--- config.mk ---
export PLATFORM = sky130hd
export DESIGN_NAME = fetch_stage_flat
export DESIGN_NICKNAME = d
export VERILOG_FILES = /design/src/rtl/fetch_pkg.sv /design/src/rtl/fetch_if.sv /design/src/rtl/fetch_fifo.sv /design/src/rtl/fetch_stage_sva.sv /design/src/rtl/fetch_stage.sv /design/src/flat_wrapper.sv
export SDC_FILE = /design/constraint.sdc
export NUM_CORES = 1
export LEC_CHECK = 0
export BUFFER_PORTS_ARGS = -buffer_cell sky130_fd_sc_hd__buf_2
export CAP_MARGIN = 25
export CORE_ASPECT_RATIO = 2
export CORE_UTILIZATION = 55
export CTS_BUF_LIST = sky130_fd_sc_hd__clkbuf_16
export DETAILED_ROUTE_END_ITERATION = 8
export GPL_TIMING_DRIVEN = 0
export PLACE_DENSITY = 0.89
export SYNTH_ARGS = -nofsm -noshare
export SYNTH_HDL_FRONTEND = slang
export SYNTH_SLANG_ARGS = --single-unit
export TNS_END_PERCENT = 5
--- constraint.sdc ---
create_clock -name clk_i -period 5 [get_ports clk_i]
set_input_delay 0.5 -clock clk_i [delete_from_list [all_inputs] [get_ports clk_i]]
set_output_delay 0.5 -clock clk_i [all_outputs]
set_load 0.01 [all_outputs]
--- src/rtl/fetch_pkg.sv ---
// Shared types and constants for the RV32I instruction fetch stage.
package fetch_pkg;

    localparam logic [31:0] NOP_INSTR        = 32'h0000_0013;
    localparam logic [31:0] DEFAULT_RESET_PC = 32'h0000_0000;

    typedef struct packed {
        logic [31:0] pc;
        logic [31:0] instr;
    } fetch_entry_t;

    // Clear the byte offset so every fetch address is word aligned.
    function automatic logic [31:0] align_word(input logic [31:0] addr);
        return {addr[31:2], 2'b00};
    endfunction

endpackage

--- src/rtl/fetch_if.sv ---
// Instruction-memory handshake, redirect and downstream signals of the fetch stage.
interface fetch_if;

    logic        imem_req_o;
    logic [31:0] imem_addr_o;
    logic        imem_gnt_i;
    logic        imem_rvalid_i;
    logic [31:0] imem_rdata_i;
    logic        br_sel_i;
    logic [31:0] br_target_i;
    logic        stall_i;
    logic [31:0] instr_o;
    logic [31:0] pc_o;
    logic        instr_valid_o;

    // Fetch stage side.
    modport master (
        output imem_req_o, imem_addr_o, instr_o, pc_o, instr_valid_o,
        input  imem_gnt_i, imem_rvalid_i, imem_rdata_i, br_sel_i, br_target_i, stall_i
    );

    // Memory / pipeline environment side.
    modport slave (
        input  imem_req_o, imem_addr_o, instr_o, pc_o, instr_valid_o,
        output imem_gnt_i, imem_rvalid_i, imem_rdata_i, br_sel_i, br_target_i, stall_i
    );

endinterface

--- src/rtl/fetch_fifo.sv ---
// In-order queue of fetched {pc, instr} entries; flush wins over push and pop.
module fetch_fifo
    import fetch_pkg::*;
#(
    parameter int  DEPTH = 2,
    localparam int PTR_W = $clog2(DEPTH),
    localparam int CNT_W = PTR_W + 1
) (
    input  logic             clk_i,
    input  logic             rst_ni,
    input  logic             push,
    input  logic             pop,
    input  logic             flush,
    input  fetch_entry_t     wdata,
    output fetch_entry_t     rdata,
    output logic             empty,
    output logic [CNT_W-1:0] count
);

    fetch_entry_t     mem_r [DEPTH];
    logic [PTR_W-1:0] rd_ptr_r;
    logic [PTR_W-1:0] wr_ptr_r;
    logic [CNT_W-1:0] count_r;
    logic             do_push_s;
    logic             do_pop_s;
    logic             full_s;

    // Qualify push/pop so the queue can never over- or underflow.
    always_comb begin
        full_s    = (count_r == CNT_W'(DEPTH));
        do_pop_s  = pop && (count_r != '0);
        do_push_s = push && (!full_s || do_pop_s);
    end

    // Pointer and occupancy bookkeeping.
    always_ff @(posedge clk_i or negedge rst_ni) begin
        if (!rst_ni) begin
            rd_ptr_r <= '0;
            wr_ptr_r <= '0;
            count_r  <= '0;
        end else if (flush) begin
            rd_ptr_r <= '0;
            wr_ptr_r <= '0;
            count_r  <= '0;
        end else begin
            if (do_push_s) begin
                wr_ptr_r <= wr_ptr_r + PTR_W'(1);
            end
            if (do_pop_s) begin
                rd_ptr_r <= rd_ptr_r + PTR_W'(1);
            end
            count_r <= count_r + CNT_W'(do_push_s) - CNT_W'(do_pop_s);
        end
    end

    // Entry storage; contents are don't-care until counted as occupied.
    always_ff @(posedge clk_i) begin
        if (do_push_s && !flush) begin
            mem_r[wr_ptr_r] <= wdata;
        end
    end

    assign rdata = mem_r[rd_ptr_r];
    assign empty = (count_r == '0);
    assign count = count_r;

endmodule

--- src/rtl/fetch_stage_sva.sv ---
// Protocol and invariant checks for the fetch stage credit counters.
module fetch_stage_sva #(
    parameter int CNT_W = 2
) (
    input logic             clk_i,
    input logic             rst_ni,
    input logic             rvalid,
    input logic [CNT_W-1:0] outstanding,
    input logic [CNT_W-1:0] discard
);

    // A response with nothing outstanding is a memory protocol violation.
    rvalid_without_request: assert property (
        @(posedge clk_i) disable iff (!rst_ni) rvalid |-> (outstanding != '0)
    );

    // Responses marked for dropping can never exceed those in flight.
    discard_bounded: assert property (
        @(posedge clk_i) disable iff (!rst_ni) discard <= outstanding
    );

endmodule

--- src/rtl/fetch_stage.sv ---
// RV32I fetch stage: PC register, credit-limited imem requests, response queue
// and redirect handling that drops responses still in flight.
module fetch_stage
    import fetch_pkg::*;
#(
    parameter logic [31:0] RESET_PC = DEFAULT_RESET_PC,
    parameter int          DEPTH    = 2
) (
    input logic     clk_i,
    input logic     rst_ni,
    fetch_if.master bus
);

    localparam int CNT_W = $clog2(DEPTH) + 1;

    logic [31:0]      pc_r;
    logic [31:0]      resp_pc_r;
    logic [CNT_W-1:0] outstanding_r;
    logic [CNT_W-1:0] discard_r;

    logic [CNT_W-1:0] fifo_count_s;
    logic             fifo_empty_s;
    fetch_entry_t     head_s;
    fetch_entry_t     push_entry_s;
    logic [CNT_W:0]   used_s;
    logic             req_s;
    logic             gnt_acc_s;
    logic             resp_s;
    logic             push_s;
    logic             valid_s;
    logic             pop_s;

    // Request credit, response acceptance and queue control.
    always_comb begin
        used_s       = {1'b0, outstanding_r} + {1'b0, fifo_count_s};
        req_s        = rst_ni && !bus.br_sel_i && (used_s < (CNT_W+1)'(DEPTH));
        gnt_acc_s    = req_s && bus.imem_gnt_i;
        // Stray responses with nothing outstanding are ignored.
        resp_s       = bus.imem_rvalid_i && (outstanding_r != '0);
        push_s       = resp_s && !bus.br_sel_i && (discard_r == '0);
        valid_s      = !fifo_empty_s && !bus.br_sel_i;
        pop_s        = valid_s && !bus.stall_i;
        push_entry_s = '{pc: resp_pc_r, instr: bus.imem_rdata_i};
    end

    // PC, response PC and outstanding/discard counters; redirect overrides all.
    always_ff @(posedge clk_i or negedge rst_ni) begin
        if (!rst_ni) begin
            pc_r          <= RESET_PC;
            resp_pc_r     <= RESET_PC;
            outstanding_r <= '0;
            discard_r     <= '0;
        end else if (bus.br_sel_i) begin
            pc_r          <= align_word(bus.br_target_i);
            resp_pc_r     <= align_word(bus.br_target_i);
            outstanding_r <= outstanding_r - CNT_W'(resp_s);
            discard_r     <= outstanding_r - CNT_W'(resp_s);
        end else begin
            if (gnt_acc_s) begin
                pc_r <= pc_r + 32'd4;
            end
            // Responses return in order, so the pushed PC simply advances by a word.
            if (push_s) begin
                resp_pc_r <= resp_pc_r + 32'd4;
            end
            if (resp_s && (discard_r != '0)) begin
                discard_r <= discard_r - CNT_W'(1);
            end
            outstanding_r <= outstanding_r + CNT_W'(gnt_acc_s) - CNT_W'(resp_s);
        end
    end

    fetch_fifo #(
        .DEPTH (DEPTH)
    ) u_fifo (
        .clk_i  (clk_i),
        .rst_ni (rst_ni),
        .push   (push_s),
        .pop    (pop_s),
        .flush  (bus.br_sel_i),
        .wdata  (push_entry_s),
        .rdata  (head_s),
        .empty  (fifo_empty_s),
        .count  (fifo_count_s)
    );

    fetch_stage_sva #(
        .CNT_W (CNT_W)
    ) u_sva (
        .clk_i       (clk_i),
        .rst_ni      (rst_ni),
        .rvalid      (bus.imem_rvalid_i),
        .outstanding (outstanding_r),
        .discard     (discard_r)
    );

    assign bus.imem_req_o    = req_s;
    assign bus.imem_addr_o   = pc_r;
    assign bus.instr_valid_o = valid_s;
    assign bus.instr_o       = valid_s ? head_s.instr : NOP_INSTR;
    assign bus.pc_o          = valid_s ? head_s.pc : 32'h0000_0000;

endmodule
--- src/flat_wrapper.sv ---
// flat-port wrapper written by rule: the top's interface ports become plain ports
module fetch_stage_flat import fetch_pkg::*;
#(
    parameter logic [31:0] RESET_PC = DEFAULT_RESET_PC,
    parameter int          DEPTH    = 2
)
  (clk_i, rst_ni, bus_imem_req_o, bus_imem_addr_o, bus_instr_o, bus_pc_o, bus_instr_valid_o, bus_imem_gnt_i, bus_imem_rvalid_i, bus_imem_rdata_i, bus_br_sel_i, bus_br_target_i, bus_stall_i);
  fetch_if bus_i ();
  input logic clk_i;
  input logic rst_ni;
  output wire logic [$bits(bus_i.imem_req_o)-1:0] bus_imem_req_o;
  output wire logic [$bits(bus_i.imem_addr_o)-1:0] bus_imem_addr_o;
  output wire logic [$bits(bus_i.instr_o)-1:0] bus_instr_o;
  output wire logic [$bits(bus_i.pc_o)-1:0] bus_pc_o;
  output wire logic [$bits(bus_i.instr_valid_o)-1:0] bus_instr_valid_o;
  input wire logic [$bits(bus_i.imem_gnt_i)-1:0] bus_imem_gnt_i;
  input wire logic [$bits(bus_i.imem_rvalid_i)-1:0] bus_imem_rvalid_i;
  input wire logic [$bits(bus_i.imem_rdata_i)-1:0] bus_imem_rdata_i;
  input wire logic [$bits(bus_i.br_sel_i)-1:0] bus_br_sel_i;
  input wire logic [$bits(bus_i.br_target_i)-1:0] bus_br_target_i;
  input wire logic [$bits(bus_i.stall_i)-1:0] bus_stall_i;
  assign bus_imem_req_o = bus_i.imem_req_o;
  assign bus_imem_addr_o = bus_i.imem_addr_o;
  assign bus_instr_o = bus_i.instr_o;
  assign bus_pc_o = bus_i.pc_o;
  assign bus_instr_valid_o = bus_i.instr_valid_o;
  assign bus_i.imem_gnt_i = bus_imem_gnt_i;
  assign bus_i.imem_rvalid_i = bus_imem_rvalid_i;
  assign bus_i.imem_rdata_i = bus_imem_rdata_i;
  assign bus_i.br_sel_i = bus_br_sel_i;
  assign bus_i.br_target_i = bus_br_target_i;
  assign bus_i.stall_i = bus_stall_i;
  fetch_stage #(.RESET_PC(RESET_PC), .DEPTH(DEPTH)) u_core (.clk_i(clk_i), .rst_ni(rst_ni), .bus(bus_i));
endmodule
==> metrics <==
outcome completed; post-CTS sizing 0; die height roughly 180 um; initial antenna violation count 0; worst hold path class input port to register; average vias per placed instance just under 6; I/O Pins between 150 and 200; Ys Warns 0; CTS H-tree depth 4; Post-Synthesis Mean Instance Area 12.5 sq um; peak supply drop 276 uV; Post-route DRC 0; most common cell after layout, fill and taps aside buf_2; final net count between 900 and 1,000; Synth Cell Area roughly 8700 sq um; Post-synth top flop edfxtp_1; first-pass GRT wire length 32,700 um; Layout Cells excl Fill around 1,100; Core Area 15,400 sq um; std cell rows 64; ANT cells 0; Worst Tran Pin Value 0.935 ns; global route overflow 0; kind of critical path register to register; Initial Util 0.568; CTS Root Cell clkbuf_16; Synth Instances 699; Leak 4.00 nW; final setup violation count 0; sequential element share of the synthesized area 0.621; ys async rst share 0.354; Startpoint Class register; Placer Congestion slightly below 1; via count ~6,500; Routed Wire Length 20,800 um; Reg2Reg Depth 8; PD cells about 400 nW/um^2; share of power burned in the clock network 0.331; DP HPWL 15,600 um; WHS Path Cells 1; Slew HR 0.371; Power Total 4.20 mW; post-CTS setup buffers 0; CP required around 5.3 ns; Comb power frac 0.197; cts hold-fix bufs 1; max_cap viols 0; gr usage total 0.260; Area Growth Syn to Fin 20.3%; register share of total power 0.473; Placed Instances 1,064; number of synthesized flops with an enable pin 124; Antenna Violating Nets Remaining 0; clock latency on the worst-skew pair 0.42 ns; Filler cells 1,105; Slew Viols, Final 0; port bufs 161; CTS tree yes; Yosys reg bits 192; largest net degree at the start of global routing 61; Inserted Clock Buffers 17; Hold Fails Final Rpt 0; crit share post-route 0.589; Setup crit end kind register; most frequent cells in the layout buf_2 (163), edfxtp_1 (124), nor2_1 (92), dfrtp_1 (68), mux2i_1 (66); WHS approximately 0.27 ns; mean routed wirelength per cell 18.9 um; Cell Int Power 3.00 mW; layout cell share with drive strength beyond 1 0.256; total die area 16,400 sq um; Clock Path Buffers 2; fin crit period around 2.9 ns; arrival time worst endpoint between 3 and 4 ns; Die W 91.1 um; Switching Share 0.286; Clock transition at path regs 0.07 ns; vias in the first global route 6,421; first-pass iteration count of the detailed router 5; RSZ-0062 raised after global routing no; DRT iter0 DRCs 351; Psw between 1 and 1.5 mW; FMAX roughly 340 MHz; TritonCTS sink count between 150 and 200; Max Fanout on Critical Path 10; worst clock skew 0.0126 ns; Yosys cell types 60
## through the flow
step	setup TNS (ns)	utilization	worst slack (ns)	instance area (sq um)
after detailed placement	0	0.642	2.10	9870
final	0	0.683	2.06	10500
after global placement	-38.62	0.637	-0.628	9790
after floorplan	0	-	0.758	8740
after global routing	0	0.683	1.82	10500
after CTS	0	0.683	2.05	10500
## power groups by stage
stage / Sequential [mW] / Clock, mW / Combinational [mW]
floorplan: 2.00 / 0 / 0.534
global placement: 2.01 / 0 / 0.789
detailed placement: 2.01 / 0 / 0.825
CTS: 1.98 / 1.41 / 0.832
global route: 2.00 / 1.47 / 0.905
finish: 1.99 / 1.39 / 0.827
## per-layer routing
layer / share of wire / GRT usage / up-vias
met5: 0 / 0 / -
met4: 0.049 / 0.161 / 0
met3: 0.055 / 0.0338 / 63
met2: 0.56 / 0.489 / 332
met1: 0.34 / 0.266 / 3106
li1: - / - / 3023
## final timing paths
path	from	to	slack, ns
worst max register to register	u_core.outstanding_r[0]	u_core.bus.imem_addr_o[22]	2.06
worst min-delay path	bus_imem_rdata_i[0]	u_core.u_fifo.mem_r[0][0]	0.27
worst max-delay path	u_core.outstanding_r[0]	u_core.bus.imem_addr_o[22]	2.06
min in group asynchronous	rst_ni	u_core.resp_pc_r[10]	0.46
max in group asynchronous	rst_ni	u_core.resp_pc_r[30]	3.96
worst min register to register	u_core.resp_pc_r[17]	u_core.u_fifo.mem_r[0][49]	0.53
## synthesized netlist by cell type (all sizes together) (2+ instances only)
library cell,count,share of area
o31ai,27,0.023
xor2,9,0.0090
inv,20,0.0086
nand4,16,0.013
o21a,2,0.0017
or4,34,0.030
and3,6,0.0047
nor2,93,0.040
edfxtp,124,0.43
a211oi,3,0.0026
ha,7,0.010
and2,4,0.0029
nand2,29,0.012
o41ai,2,0.0020
buf,16,0.011
mux2,6,0.0077
mux2i,66,0.076
o21ai,11,0.0063
a311oi,4,0.0040
or2,2,0.0014
or3,11,0.0082
nand2b,2,0.0014
nor4,6,0.0043
a21oi,8,0.0046
nor2b,6,0.0043
nand3,17,0.0097
dfrtp,68,0.19
xnor2,13,0.013
a31oi,36,0.026
clkbuf,23,0.012
nor3,7,0.0040
and4,5,0.0052
## sequential cells by signal (all words and copies together), names as in the netlist
name and cells:
u_core.discard_r 2, u_core.u_fifo.mem_r 124, u_core.u_fifo.rd_ptr_r 1, u_core.u_fifo.count 2, u_core.outstanding_r 2, u_core.bus.imem_addr_o 30, u_core.u_fifo.wr_ptr_r 1, u_core.resp_pc_r 30
## worst max-delay path: stages, from the launching register on
cell	delay, ns
dfrtp_1	0.43
and2_1	0.17
fa_1	0.49
nor4bb_1	0.45
buf_2	0.32
nand2_1	0.11
clkbuf_1	0.22
or4_1	0.50
a31oi_1	0.18
## area by class of cell
class,count,area (sq um),share of cell area
plain buffers,39,200,0.0191
clock buffers,19,475,0.0453
clock inverters,13,145,0.0138
inverters,20,75.1,0.00715
multi-input cells,451,3050,0.290
flip-flops and latches,192,5430,0.516
well taps,198,248,0.0236
repair buffers,165,886,0.0843
## cells by family (layout without fill, tap and decap cells)
| group | after synthesis | after routing | synth area share |
|---|---|---|---|
| XOR/XNOR | 22 | 22 | 0.0221 |
| AND/OR/NAND/NOR | 245 | 245 | 0.151 |
| multiplexers | 72 | 72 | 0.0834 |
| other | 1 | 4 | 0.000430 |
| adder cells (fa/ha/maj) | 8 | 8 | 0.0123 |
| buffers and inverters | 59 | 256 | 0.0315 |
| flip-flops | 192 | 192 | 0.621 |
| AO/OA/AOI/OAI | 100 | 100 | 0.0777 |
Note: power is estimated with default switching activity, not from simulation.
